--- src/rtl/mac_pkg.sv ---
// Shared definitions for the 4-lane MAC stream controller: lane count,
// default widths and the controller state encoding.
package mac_pkg;

    localparam int unsigned LANES           = 4;
    localparam int unsigned BW_DEFAULT      = 4;
    localparam int unsigned PSUM_BW_DEFAULT = 16;

    typedef enum logic [1:0] {
        IDLE = 2'd0,
        ACC  = 2'd1,
        DONE = 2'd2
    } state_t;

endpackage

--- src/rtl/mac_dot4.sv ---
// Combinational 4-lane dot product of unsigned activations and signed weights,
// wrapped to psum_bw bits.
module mac_dot4
    import mac_pkg::*;
#(
    parameter int unsigned bw      = BW_DEFAULT,
    parameter int unsigned psum_bw = PSUM_BW_DEFAULT
) (
    input  logic [LANES*bw-1:0] x,
    input  logic [LANES*bw-1:0] w,
    output logic [psum_bw-1:0]  mac
);

    logic signed [bw:0]        xs;
    logic signed [bw-1:0]      ws;
    logic signed [psum_bw-1:0] prod;
    logic signed [psum_bw-1:0] sum;

    // Activations get a zero sign bit so the product is a plain signed multiply.
    always_comb begin
        xs   = '0;
        ws   = '0;
        prod = '0;
        sum  = '0;
        for (int unsigned k = 0; k < LANES; k++) begin
            xs   = signed'({1'b0, x[k*bw +: bw]});
            ws   = signed'(w[k*bw +: bw]);
            prod = psum_bw'(xs) * psum_bw'(ws);
            sum  = sum + prod;
        end
        mac = sum;
    end

endmodule

--- src/rtl/mac_stream_ctrl.sv ---
// Producer-side MAC controller: accumulates len dot-product groups from a
// valid/ready stream and presents the final psum on a valid/ready output.
module mac_stream_ctrl
    import mac_pkg::*;
#(
    parameter int unsigned bw      = BW_DEFAULT,
    parameter int unsigned psum_bw = PSUM_BW_DEFAULT,
    parameter int unsigned len     = 5,
    parameter int unsigned cnt_bw  = 3
) (
    input  logic                clk,
    input  logic                reset,
    input  logic                in_valid,
    output logic                in_ready,
    input  logic [LANES*bw-1:0] x_in,
    input  logic [LANES*bw-1:0] w_in,
    output logic                out_valid,
    input  logic                out_ready,
    output logic [psum_bw-1:0]  out_data,
    output logic                busy
);

    state_t               state_q, state_d;
    logic [psum_bw-1:0]   acc_q, acc_d;
    logic [cnt_bw-1:0]    cnt_q, cnt_d;
    logic [psum_bw-1:0]   out_data_q, out_data_d;
    logic                 out_valid_q, out_valid_d;
    logic                 busy_q, busy_d;
    logic                 in_ready_q, in_ready_d;
    logic [psum_bw-1:0]   mac;
    logic                 accept;

    mac_dot4 #(
        .bw      (bw),
        .psum_bw (psum_bw)
    ) u_dot4 (
        .x   (x_in),
        .w   (w_in),
        .mac (mac)
    );

    assign accept = in_valid && in_ready_q;

    always_comb begin
        state_d    = state_q;
        acc_d      = acc_q;
        cnt_d      = cnt_q;
        out_data_d = out_data_q;
        case (state_q)
            IDLE: begin
                if (accept) begin
                    acc_d   = mac;
                    cnt_d   = cnt_bw'(1);
                    state_d = (len == 1) ? DONE : ACC;
                end
            end
            ACC: begin
                if (accept) begin
                    acc_d = acc_q + mac;
                    if (cnt_q == cnt_bw'(len - 1)) begin
                        state_d = DONE;
                        cnt_d   = '0;
                    end else begin
                        cnt_d = cnt_q + cnt_bw'(1);
                    end
                end
            end
            DONE: begin
                if (out_ready) begin
                    state_d = IDLE;
                end
            end
            default: state_d = IDLE;
        endcase
        // Result register only loads on entry to DONE so it holds between results.
        if (state_d == DONE && state_q != DONE) begin
            out_data_d = acc_d;
        end
        out_valid_d = (state_d == DONE);
        busy_d      = (state_d != IDLE);
        in_ready_d  = (state_d != DONE);
    end

    always_ff @(posedge clk or posedge reset) begin
        if (reset) begin
            state_q     <= IDLE;
            acc_q       <= '0;
            cnt_q       <= '0;
            out_data_q  <= '0;
            out_valid_q <= 1'b0;
            busy_q      <= 1'b0;
            in_ready_q  <= 1'b1;
        end else begin
            state_q     <= state_d;
            acc_q       <= acc_d;
            cnt_q       <= cnt_d;
            out_data_q  <= out_data_d;
            out_valid_q <= out_valid_d;
            busy_q      <= busy_d;
            in_ready_q  <= in_ready_d;
        end
    end

    assign in_ready  = in_ready_q;
    assign out_valid = out_valid_q;
    assign out_data  = out_data_q;
    assign busy      = busy_q;

endmodule

--- config.mk ---
export PLATFORM = sky130hd
export DESIGN_NAME = mac_stream_ctrl
export DESIGN_NICKNAME = d
export VERILOG_FILES = /design/src/rtl/mac_pkg.sv /design/src/rtl/mac_dot4.sv /design/src/rtl/mac_stream_ctrl.sv
export SDC_FILE = /design/constraint.sdc
export NUM_CORES = 1
export LEC_CHECK = 0
export ABC_AREA = 0
export BUFFER_PORTS_ARGS = -buffer_cell sky130_fd_sc_hd__buf_2
export CORE_MARGIN = 2
export CORE_UTILIZATION = 30
export DETAILED_ROUTE_END_ITERATION = 10
export PLACE_DENSITY = 0.5
export SLEW_MARGIN = 30
export SYNTH_ARGS = -nofsm -noshare
export SYNTH_HDL_FRONTEND = slang
export SYNTH_HIERARCHICAL = 1
export SYNTH_SLANG_ARGS = --single-unit
--- constraint.sdc ---
create_clock -name clk -period 2.3 [get_ports clk]
set_clock_uncertainty 0.1 [all_clocks]
set_input_delay 0 -clock clk [delete_from_list [all_inputs] [get_ports clk]]
set_output_delay 0 -clock clk [all_outputs]
set_load 0.02 [all_outputs]
[Yosys cells after proc, flatten, opt, wreduce, memory -nomap -nowiden]
Index checks and enable logic that the tools add are counted.
Word-level totals
  bits in registers: 40
  bits of input ports: 36
  output and inout port bits: 19
  logic and storage cells: 42
Operators by class
  $add $sub $neg: 5
  $mul: 4
  equal/unequal tests: 8
  multiplexer cells: 12
  reduce and logical (&&, ||, !) cells: 6
Operator list (number)
  adder 16 bit: 4
  multiplier 5 x 4 -> 9 bit: 4
  2-to-1 mux 16 bit: 2
  one-hot mux 16 bit (2 select lines): 1
  2-to-1 mux 3 bit: 3
  2-to-1 mux 2 bit: 4
  != test 2 bit, second input constant: 4
  one-hot mux 2 bit (3 select lines): 1
  one-hot mux 3 bit (2 select lines): 1
  == test 2 bit, second input constant: 2
  nonzero test 2 bit: 2
  adder 3 x 1 -> 3 bit, second input constant: 1
  == test 3 bit, second input constant: 1
  AND reduction 3 bit: 1
  == test 2 x 1 -> 1 bit, second input constant: 1
  logical AND 1 bit: 2
  zero test 2 bit: 1

[Depth between registers and ports, before layout]
Gate-level depths: netlist (run 1).
  word-level depth: 7
  depth in mapped cells: 28
  mapped depth without buffers: 26

[Hierarchy]
The synthesis (run 1) kept the hierarchy.
By module, submodules not included
  mac_dot4: times used 1, cells an instance 320, area an instance 2901.5 um^2, seq. area each 0.0 um^2
  mac_stream_ctrl: times used 1, cells an instance 270, area an instance 2488.6 um^2, seq. area each 1002.2 um^2

[Least setup slack after synthesis (run 1)]
OpenSTA, ideal clock, no wires.
  path kind: input to register
  start: input port w_in[11]
  end: register acc_q[15]
  setup time: 80 ps
  data arrival time: 6244 ps
  required time: 2120 ps
  slack: -4124 ps
  stages on the path: 26
  buffers on the path: 2
  cells stage by stage: inv_1 -> nor2_1 -> fa_1 -> inv_1 -> fa_1 -> inv_1 -> fa_1 -> fa_1 -> inv_1 -> fa_1 -> fa_1 -> inv_1 -> ha_1 -> nand3_1 -> o2111ai_2 -> a31oi_1 -> o21ai_1 -> xor2_1 -> buf_4 -> ha_1 -> buf_2 -> a21o_1 -> a211oi_4 -> a21oi_2 -> mux2_4 -> nor3_2
Between the ends
  longest elaborated chain between the ends: 6
  elaborated cells between the ends (all ways): 7
  classes of those cells: add/sub: 3; mul: 1; mux: 3
Ends and longest elaborated chain
  start: declaration: RTL line mac_stream_ctrl.sv:16  | input logic [LANES*bw-1:0] w_in,
  multiplier 5 x 4 -> 9 bit: RTL line mac_dot4.sv:28  | prod = psum_bw'(xs) * psum_bw'(ws);
  adder 16 bit (2 in series): RTL line mac_dot4.sv:29  | sum = sum + prod;
  net mac[11]: RTL line mac_stream_ctrl.sv:30  | logic [psum_bw-1:0] mac;
  adder 16 bit: RTL line mac_stream_ctrl.sv:59  | acc_d = acc_q + mac;
  2-to-1 mux 16 bit: RTL line mac_stream_ctrl.sv:58  | if (accept) begin
  one-hot mux 16 bit (2 select lines): RTL line mac_stream_ctrl.sv:49  | case (state_q)
  net acc_d[15]: RTL line mac_stream_ctrl.sv:24  | logic [psum_bw-1:0] acc_q, acc_d;
  end signal: assignment: RTL line mac_stream_ctrl.sv:87  | acc_q <= '0;
  end signal: assignment: RTL line mac_stream_ctrl.sv:95  | acc_q <= acc_d;
  end: declaration: RTL line mac_stream_ctrl.sv:24
The timed path passes the listed nets, and every way through them passes these cells.
A chain may end at the register's enable or synchronous reset.

[Final worst setup path (run 1)]
  start: input port w_in[12]
  end: register acc_q[15]
Between the ends
  longest elaborated chain between the ends: 5
  elaborated cells between the ends (all ways): 6
  classes of those cells: add/sub: 2; mul: 1; mux: 3
Ends and longest elaborated chain (RTL line)
  multiplier 5 x 4 -> 9 bit: mac_dot4.sv:28
  adder 16 bit: mac_dot4.sv:29
  net mac[10]: mac_stream_ctrl.sv:30
  adder 16 bit: mac_stream_ctrl.sv:59
  2-to-1 mux 16 bit: mac_stream_ctrl.sv:58
  one-hot mux 16 bit (2 select lines): mac_stream_ctrl.sv:49
  net acc_d[15]: mac_stream_ctrl.sv:24
The timed path passes the listed nets, and every way through them passes these cells.

==> out/results.tsv, run 1 <==
stage	metric	value	unit
detailed_routing	dr.pass1.iters	4	
sta	setup_viol_count_final	31	
critical_path	path_buf_inv	6	
yosys	synthArstFlopShare	100	%
global_route	antenna_found_initial	0	
floorplan	io_pins	55	
yosys	synth_cells	590	
yosys	synth_edf_count	0	
clocking	cts_buffer_depth	2	
critical_path	r2r-start	acc_q[0]	
critical_path	crit_type	primary input to flop	
critical_path	crit_family	adder cells	
yosys	ys_ff_latch	40	
job	drv_cap	0	
yosys	syn_nets	752	
yosys	yosysWarnings	6	
detailed_routing	ant_nets	0	
detailed_routing	routed_via_density	4.50	
clocking	tritoncts	yes	
finish	drive_gt1_share	44.9	%
finish	nNetsFinal	934	
critical_path	timing.rr.end	acc_q[8]	
sta	fin_crit_sh	258	%
finish	n_antenna_cell	0	
sta	fmax	169	MHz
critical_path	crit_start	w_in[12]	
sta	worst_pin_slew	0.627	ns
critical_path	required	2.41	ns
floorplan	dieHeight	138	um
detailed_routing	wl_per_cell	14.1	um
sta	hold_violations	0	
floorplan	core_area	17800	sq um
critical_path	rr_worst_depth	9	
critical_path	crit_arrival	6.04	ns
yosys	synthFlopType	dfrtp_1	
clocking	clk_pin_slew	0.06	ns
detailed_routing	drc	0	
sta	slew_headroom	58.2	%
critical_path	worstPathMaxFanout	4	
floorplan	start_util	30.3	%
detailed_routing	vias	4506	
clocking	clockRootBuffer	clkbuf_16	
critical_path	start_kind	primary input	
critical_path	slowest_delay	0.56	ns
yosys	synth_cell_types	53	
sta	period_needed	5.93	ns
yosys	synth_area_leaders	fa_1, dfrtp_1, ha_1	
yosys	synth_area_leader_cell	fa_1	
detailed_routing	drtIter0Drc	107	
status	status	finished, violations left	
global_route	first_global_vias	4927	
sta	rsz0062_at_grt	yes	
place	io_buffers	54	
yosys	synth_top_area_share	23.0	%
critical_path	regToRegSetupSlack	-0.08	ns
yosys	syn-cell-area	5390	sq um
global_route	grt_overflow_total	0	
place	gp_congestion	0.866	
floorplan	num_rows	49	
global_route	track_usage	15.0	%
global_route	grt_start_max_net_pins	41	
clocking	htreeDepth	2	
sta	maxSlewViolCount	0	
global_route	grt_pass1_wl	24200	um
floorplan	fp.dieW	138	um
clocking	cts_buffers	5	
sta	timing.final.ws_setup	-3.63	ns
yosys	synth_area_per_cell	9.14	sq um
yosys	yosysMostFrequentCell	inv_1	
detailed_routing	wl	14100	um
hold_path	hold_path.class	primary input to asynchronous set/reset pin	
status	violations	negative setup slack	
place	place_hpwl	11000	um
clocking	insertion_delay	0.28	ns
clocking	clkSinkCount	40	
critical_path	cp_slowest_cell	fa_2	
finish	area_growth	50.5	%
yosys	yosys-top-cells-count	inv_1, nand2_1, ha_1, fa_1, dfrtp_1	
yosys	synth_seq_area_share	18.6	%
critical_path	crit_path_end_kind	flop	
place	dpl_worst_slack	-3.96	ns
finish	fill_cells	1734	
floorplan	die_area	19100	sq um
## how the worst max path moves through the flow
stage / end / slack, ns / depth (start not counted)
floorplan: acc_q[15] / -3.73 / 25
global placement: acc_q[14] / -3.97 / 26
detailed placement: acc_q[15] / -3.96 / 25
CTS: acc_q[15] / -3.64 / 24
global route: acc_q[15] / -3.83 / 24
finish: acc_q[15] / -3.63 / 25
## cell families (layout without fill, tap and decap cells)
group	Yosys count	count (layout)	share of synthesized area [%]
XOR/XNOR	28	28	4.55
flip-flops	40	40	18.6
AO/OA/AOI/OAI	89	89	11.3
multiplexers	21	21	4.18
AND/OR/NAND/NOR	172	172	15.1
adder cells (fa/ha/maj)	127	127	38.1
buffers and inverters	113	296	8.22
## metrics by stage
| stage | util [%] | TNS, ns | std cells | instance area (sq um) | hold WS (ns) |
|---|---|---|---|---|---|
| floorplan | - | -90.26 | 590 | 5560 | 0.0869 |
| global placement | 38.3 | -106.39 | 960 | 6810 | 0.0584 |
| detailed placement | 38.3 | -107.09 | 960 | 6810 | 0.0646 |
| CTS | 42.9 | -95.81 | 985 | 7630 | 0.303 |
| global route | 45.6 | -100.37 | 1002 | 8110 | 0.362 |
| finish | 45.6 | -95.05 | 1002 | 8110 | 0.285 |
## metal layers
metal / wire length [um] / vias to the layer above / global-route usage, % / share of wire (%)
li1: - / 2249 / - / -
met1: 6660 / 2206 / 20.7 / 47
met2: 7110 / 45 / 26.5 / 50
met3: 257 / 6 / 1.42 / 1.8
met4: 73 / 0 / 1.61 / 0.52
met5: 0 / - / 0 / 0
## final cells by class
class	instances	area [sq um]	share of cell area, %
Sequential cell	40	1000	12.4
Multi-Input combinational cell	437	4830	59.6
Inverter	97	370	4.57
Tap cell	229	287	3.53
Timing Repair Buffer	191	1450	17.9
Clock inverter	3	46.3	0.571
Clock buffer	5	125	1.54
## worst register-to-register path: stages (launching register included)
cell and delay (ns):
dfrtp_1 0.38, ha_1 0.22, fa_2 0.40, a21oi_1 0.22
buf_4 0.16, o21ai_2 0.08, a211oi_4 0.27, xnor2_2 0.13
mux2i_1 0.18, o21ai_1 0.08
## flip-flops by register name (all words and copies together), names as in the netlist
name       flops
cnt_q          3
busy           1
in_ready       1
out_data      16
state_q        2
acc_q         16
out_valid      1
## what timing repair did
action | CTS | global route
endpoints found under the setup margin | 32 | 31
endpoints found under the hold margin | 44 | 0
buffers inserted | 16 | 19
hold buffers | 3 | 0
gates cloned | 0 | 0
gates resized for setup | 94 | 80
pin swaps | 53 | 57
## cells in the final DEF (no fill, tap or decap), types with 20 or more instances in the layout
cell and count:
buf_6 26, buf_4 118, inv_2 20, nor2_1 22, ha_1 41, fa_1 54, inv_1 75, ha_4 22
nand2_1 59, buf_2 42, and2_1 28, dfrtp_1 39
Power of run 1 is not shown: default switching activity piles up to over one toggle a cycle in this logic, so the estimate is an artifact.
==> run 2, diff against run 1 <==
- MAX_ROUTING_LAYER: default -> met4
- SKIP_CTS_REPAIR_TIMING: default -> 1
==> out/results.tsv, run 2 (same netlist as run 1, synthesis figures left out) <==
stage	metric	value	unit	change
global_route	antenna_found_initial	0		unchanged
detailed_routing	wl_met3	294	um	+14%
place	gp_congestion	0.882		+1.9%
critical_path	r2r-start	acc_q[1]		
status	status	finished, violations left		
clocking	clockRootBuffer	clkbuf_16		
detailed_routing	wl_per_cell	14.2	um	+0.79%
clocking	insertion_delay	0.29	ns	about the same
critical_path	timing.rr.end	out_data[15]		
critical_path	crit_family	adder cells		
critical_path	required	2.34	ns	-0.07 ns
clocking	clk_pin_slew	0.06	ns	about the same
critical_path	crit_start	x_in[12]		
sta	maxSlewViolCount	0		unchanged
finish	drive_gt1_share	40.7	%	-4.2 points
place	placed_cells	965		+0.52%
hold_path	hold_path.class	primary input to flop		
detailed_routing	route.met2.wl	7070	um	-0.55%
detailed_routing	dr.pass1.iters	4		unchanged
critical_path	crit_path_cell_trace	buf_4 -> nand2b_1 -> fa_1 -> fa_1 -> inv_1 -> fa_1 -> fa_2 -> inv_2 -> fa_1 -> fa_1 -> inv_2 -> ha_4 -> nand3_2 -> o2111ai_4 -> a31oi_4 -> o21bai_1 -> xor2_1 -> ha_1 -> a31o_4 -> a31oi_4 -> a21oi_2 -> buf_4 -> xnor2_2 -> o21ai_1		
sta	slew_headroom	59.8	%	+1.6 points
sta	setup_viol_count_final	31		unchanged
detailed_routing	drtIter0Drc	141		+32%
critical_path	regToRegSetupSlack	-0.04	ns	+0.04 ns
floorplan	dieHeight	138	um	unchanged
global_route	grt_start_max_net_pins	41		unchanged
status	violations	negative hold slack, negative setup slack		
floorplan	fp.dieW	138	um	unchanged
place	io_buffers	54		unchanged
critical_path	rr_worst_depth	8		-1
clocking	cts_buffer_depth	2		unchanged
finish	fill_cells	1725		-0.52%
clocking	tritoncts	yes		
critical_path	path_depth	24		-4.0%
sta	fin_crit_sh	259	%	+0.67 points
detailed_routing	wl	14100	um	+0.19%
global_route	grt_overflow_total	0		unchanged
floorplan	core_area	17800	sq um	unchanged
sta	holdWs	-0.00982	ns	-0.295 ns
finish	final_common_cell	buf_4		
job	drv_cap	0		unchanged
detailed_routing	drc	0		unchanged
critical_path	critPathMostFrequentCell	fa_1		
critical_path	endpoint	out_data[15]		
finish	nNetsFinal	928		-0.64%
global_route	grt_pass1_wl	23400	um	-3.3%
critical_path	crit_type	primary input to flop		
clocking	clkSinkCount	40		unchanged
detailed_routing	routed_via_density	4.57		+1.6%
place	place_hpwl	11300	um	+2.7%
clocking	cts_buffers	5		unchanged
critical_path	start_kind	primary input		
detailed_routing	ant_nets	0		unchanged
sta	period_needed	5.95	ns	+0.0154 ns
critical_path	crit_arrival	5.99	ns	-0.05 ns
floorplan	start_util	30.3	%	unchanged
critical_path	slowest_delay	0.59	ns	+0.03 ns
sta	fmax	168	MHz	-0.26%
global_route	track_usage	15.1	%	+0.091 points
finish	n_antenna_cell	0		unchanged
sta	worst_pin_slew	0.601	ns	-0.0254 ns
floorplan	die_area	19100	sq um	unchanged
detailed_routing	top_layer	met4		
finish	area_growth	46.9	%	
critical_path	path_buf_inv	5		-1
detailed_routing	vias	4550		+0.98%
finish	final_cell_mix	buf_4, inv_1, nand2_1		
finish	instances_no_fill	996		-0.60%
sta	hold_violations	1		+1
floorplan	num_rows	49		unchanged
critical_path	cp_slowest_cell	fa_2		
global_route	first_global_vias	4872		-1.1%
detailed_routing	drt-met1-wl	6640	um	-0.33%
clocking	htreeDepth	2		unchanged
sta	timing.final.ws_setup	-3.65	ns	-0.0154 ns
sta	rsz0062_at_grt	yes		
floorplan	io_pins	55		unchanged
critical_path	crit_path_end_kind	flop		
critical_path	worstPathMaxFanout	5		+1
-- run 2: cell types whose count changed in the layout (fill, tap and decap cells not counted), moves of 5 or more --
cell | previous run | this run
inv_2 | 20 | 12
nand2_1 | 59 | 64
ha_4 | 22 | 17
buf_2 | 42 | 48
nand2_2 | 9 | 4
ha_1 | 41 | 46
inv_1 | 75 | 84
buf_4 | 118 | 111
-- run 2: layer usage --
metal  GRT usage, %  vias up
li1               -     2245
met1           20.3     2240
met2           25.0       56
met3           1.66        9
met4           2.69        0
met5              -        -
-- run 2: layout make-up --
| type | count | area [sq um] | share of cell area (%) |
|---|---|---|---|
| Multi-Input combinational cell | 437 | 4720 | 59.6 |
| Timing Repair Buffer | 185 | 1370 | 17.3 |
| Sequential cell | 40 | 1000 | 12.7 |
| Inverter | 97 | 368 | 4.65 |
| Tap cell | 229 | 287 | 3.62 |
| Clock buffer | 5 | 125 | 1.58 |
| Clock inverter | 3 | 46.3 | 0.585 |
-- run 2: worst min-delay path: stages --
cell,delay (ns)
buf_2,0.09
nand2_1,0.15
a21oi_1,0.09
-- run 2: worst min-delay path by stage --
stage                     slack (ns)      start           end  cells past startpoint
after floorplan                 0.09  out_ready     out_valid                      3
after global placement          0.06      reset  out_data[12]                      3
after detailed placement        0.07      reset  out_data[12]                      3
after CTS                      -0.24      reset  out_data[12]                      3
after global routing            0.02   in_valid          busy                      3
final                          -0.01   in_valid          busy                      3
-- run 2: stage by stage --
stage / TNS (ns) / cell area (sq um) / utilization (%) / worst slack [ns]
6_report: -95.04 / 7920 / 44.5 / -3.65
5_1_grt: -101.73 / 7920 / 44.5 / -3.88
4_1_cts: -98.90 / 7020 / 39.5 / -3.80
3_5_place_dp: -107.73 / 6850 / 38.5 / -4.04
3_3_place_gp: -106.57 / 6850 / 38.5 / -4.00
2_1_floorplan: -90.26 / 5560 / - / -3.73
Power of run 2 is left out for the same reason.
==> run 3, diff against run 2 <==
- TNS_END_PERCENT: default -> 5
==> out/results.tsv, run 3 (same netlist as run 1, synthesis figures left out) <==
stage	metric	value	unit	change
status	status	finished, violations left		
status	violations	negative hold slack, negative setup slack		
sta	timing.final.ws_setup	-3.68	ns	-0.0308 ns
sta	holdWs	-0.00569	ns	+0.00413 ns
critical_path	crit_path_end_kind	flop		
sta	hold_violations	2		+1
finish	nNetsFinal	899		-3.1%
global_route	track_usage	14.6	%	-0.51 points
critical_path	crit_type	primary input to flop		
detailed_routing	wl	13000	um	-8.0%
critical_path	crit_arrival	6.11	ns	+0.12 ns
floorplan	io_pins	55		unchanged
floorplan	core_area	17800	sq um	unchanged
critical_path	r2r-start	acc_q[0]		
clocking	clkSinkCount	40		unchanged
finish	n_antenna_cell	0		unchanged
global_route	grt_start_max_net_pins	41		unchanged
finish	final_cell_mix	buf_4, inv_1, nand2_1		
sta	worst_pin_slew	0.551	ns	-0.0498 ns
critical_path	crit_start	w_in[10]		
place	io_buffers	54		unchanged
job	drv_cap	0		unchanged
clocking	clockRootBuffer	clkbuf_16		
clocking	clk_pin_slew	0.07	ns	about the same
detailed_routing	dr.pass1.iters	4		unchanged
detailed_routing	vias	4380		-3.7%
sta	setup_viol_count_final	31		unchanged
global_route	antenna_found_initial	0		unchanged
clocking	tritoncts	yes		
global_route	grt_pass1_wl	22600	um	-3.2%
sta	slew_headroom	63.1	%	+3.3 points
floorplan	die_area	19100	sq um	unchanged
critical_path	critPathMostFrequentCell	fa_1		
critical_path	endpoint	acc_q[12]		
finish	instances_no_fill	967		-2.9%
floorplan	num_rows	49		unchanged
sta	period_needed	5.98	ns	+0.0308 ns
detailed_routing	drc	0		unchanged
clocking	cts_buffer_depth	2		unchanged
hold_path	hold_path.class	primary input to flop		
detailed_routing	routed_via_density	4.53		-0.85%
critical_path	regToRegSetupSlack	-0.12	ns	-0.08 ns
place	dpl_worst_slack	-4.07	ns	-0.0303 ns
critical_path	timing.rr.end	out_data[12]		
finish	final_common_cell	buf_4		
global_route	first_global_vias	4745		-2.6%
place	gp_congestion	0.919		+4.2%
global_route	grt_overflow_total	0		unchanged
clocking	cts_buffers	5		unchanged
critical_path	path_buf_inv	6		+1
detailed_routing	drtIter0Drc	124		-12%
critical_path	rr_worst_depth	8		unchanged
critical_path	path_depth	26		+8.3%
floorplan	start_util	30.3	%	unchanged
finish	area_growth	32.0	%	
sta	fin_crit_sh	260	%	+1.3 points
critical_path	required	2.43	ns	+0.09 ns
sta	rsz0062_at_grt	yes		
floorplan	fp.dieW	138	um	unchanged
finish	drive_gt1_share	30.6	%	-10 points
clocking	htreeDepth	2		unchanged
clocking	insertion_delay	0.29	ns	about the same
place	place_hpwl	11000	um	-3.0%
critical_path	start_kind	primary input		
sta	fmax	167	MHz	-0.51%
detailed_routing	wl_per_cell	13.4	um	-5.3%
critical_path	slowest_delay	0.58	ns	about the same
critical_path	cp_slowest_cell	fa_2		
sta	maxSlewViolCount	0		unchanged
place	placed_cells	956		-0.93%
finish	postLayoutCoreUtil	40.0	%	-4.5 points
floorplan	dieHeight	138	um	unchanged
critical_path	crit_family	adder cells		
critical_path	worstPathMaxFanout	4		-1
detailed_routing	ant_nets	0		unchanged
==> run 3: cell types whose count changed in the layout (fill, tap and decap cells not counted), sizes merged <==
cell    before  now
clkinv       0    1
inv         97   96
buf        183  154
==> run 3: worst min-delay path: cells and delay by family <==
kind | cells | cell delay (ns)
buf+inv | 1 | 0.09
compound gates | 1 | 0.09
simple gates | 1 | 0.15
==> run 3: how the worst min path moves through the flow <==
stage	startpoint	depth (start not counted)	end	slack, ns
6_report	in_valid	3	busy	-0.006
5_1_grt	in_valid	3	busy	0.05
4_1_cts	reset	3	acc_q[2]	-0.24
3_5_place_dp	reset	3	out_data[1]	0.07
3_3_place_gp	reset	3	out_data[3]	0.06
2_1_floorplan	out_ready	3	out_valid	0.09
==> run 3: routing by layer <==
| layer | track usage (%) | vias to the layer above | share of wire (%) |
|---|---|---|---|
| met3 | 1.49 | 11 | 2.0 |
| met4 | 2.42 | 0 | 1.0 |
| met5 | - | - | 0 |
| li1 | - | 2189 | - |
| met1 | 19.6 | 2131 | 47 |
| met2 | 24.4 | 49 | 50 |
==> run 3: final cells by class <==
cell class,count,area (sq um)
multi-input combinational,437,4250
fill,1802,10700
clock inverter,3,42.5
sequential,40,1000
timing repair buffer,156,1040
inverter,97,368
clock buffer,5,125
tap,229,287
==> run 3: per-stage QoR <==
step | setup TNS [ns] | area, sq um
after CTS | -100.78 | 6850
after global routing | -104.28 | 7110
final | -96.68 | 7110
after floorplan | -91.30 | 5470
after detailed placement | -109.88 | 6690
after global placement | -108.05 | 6690
Power of run 3 is left out for the same reason.
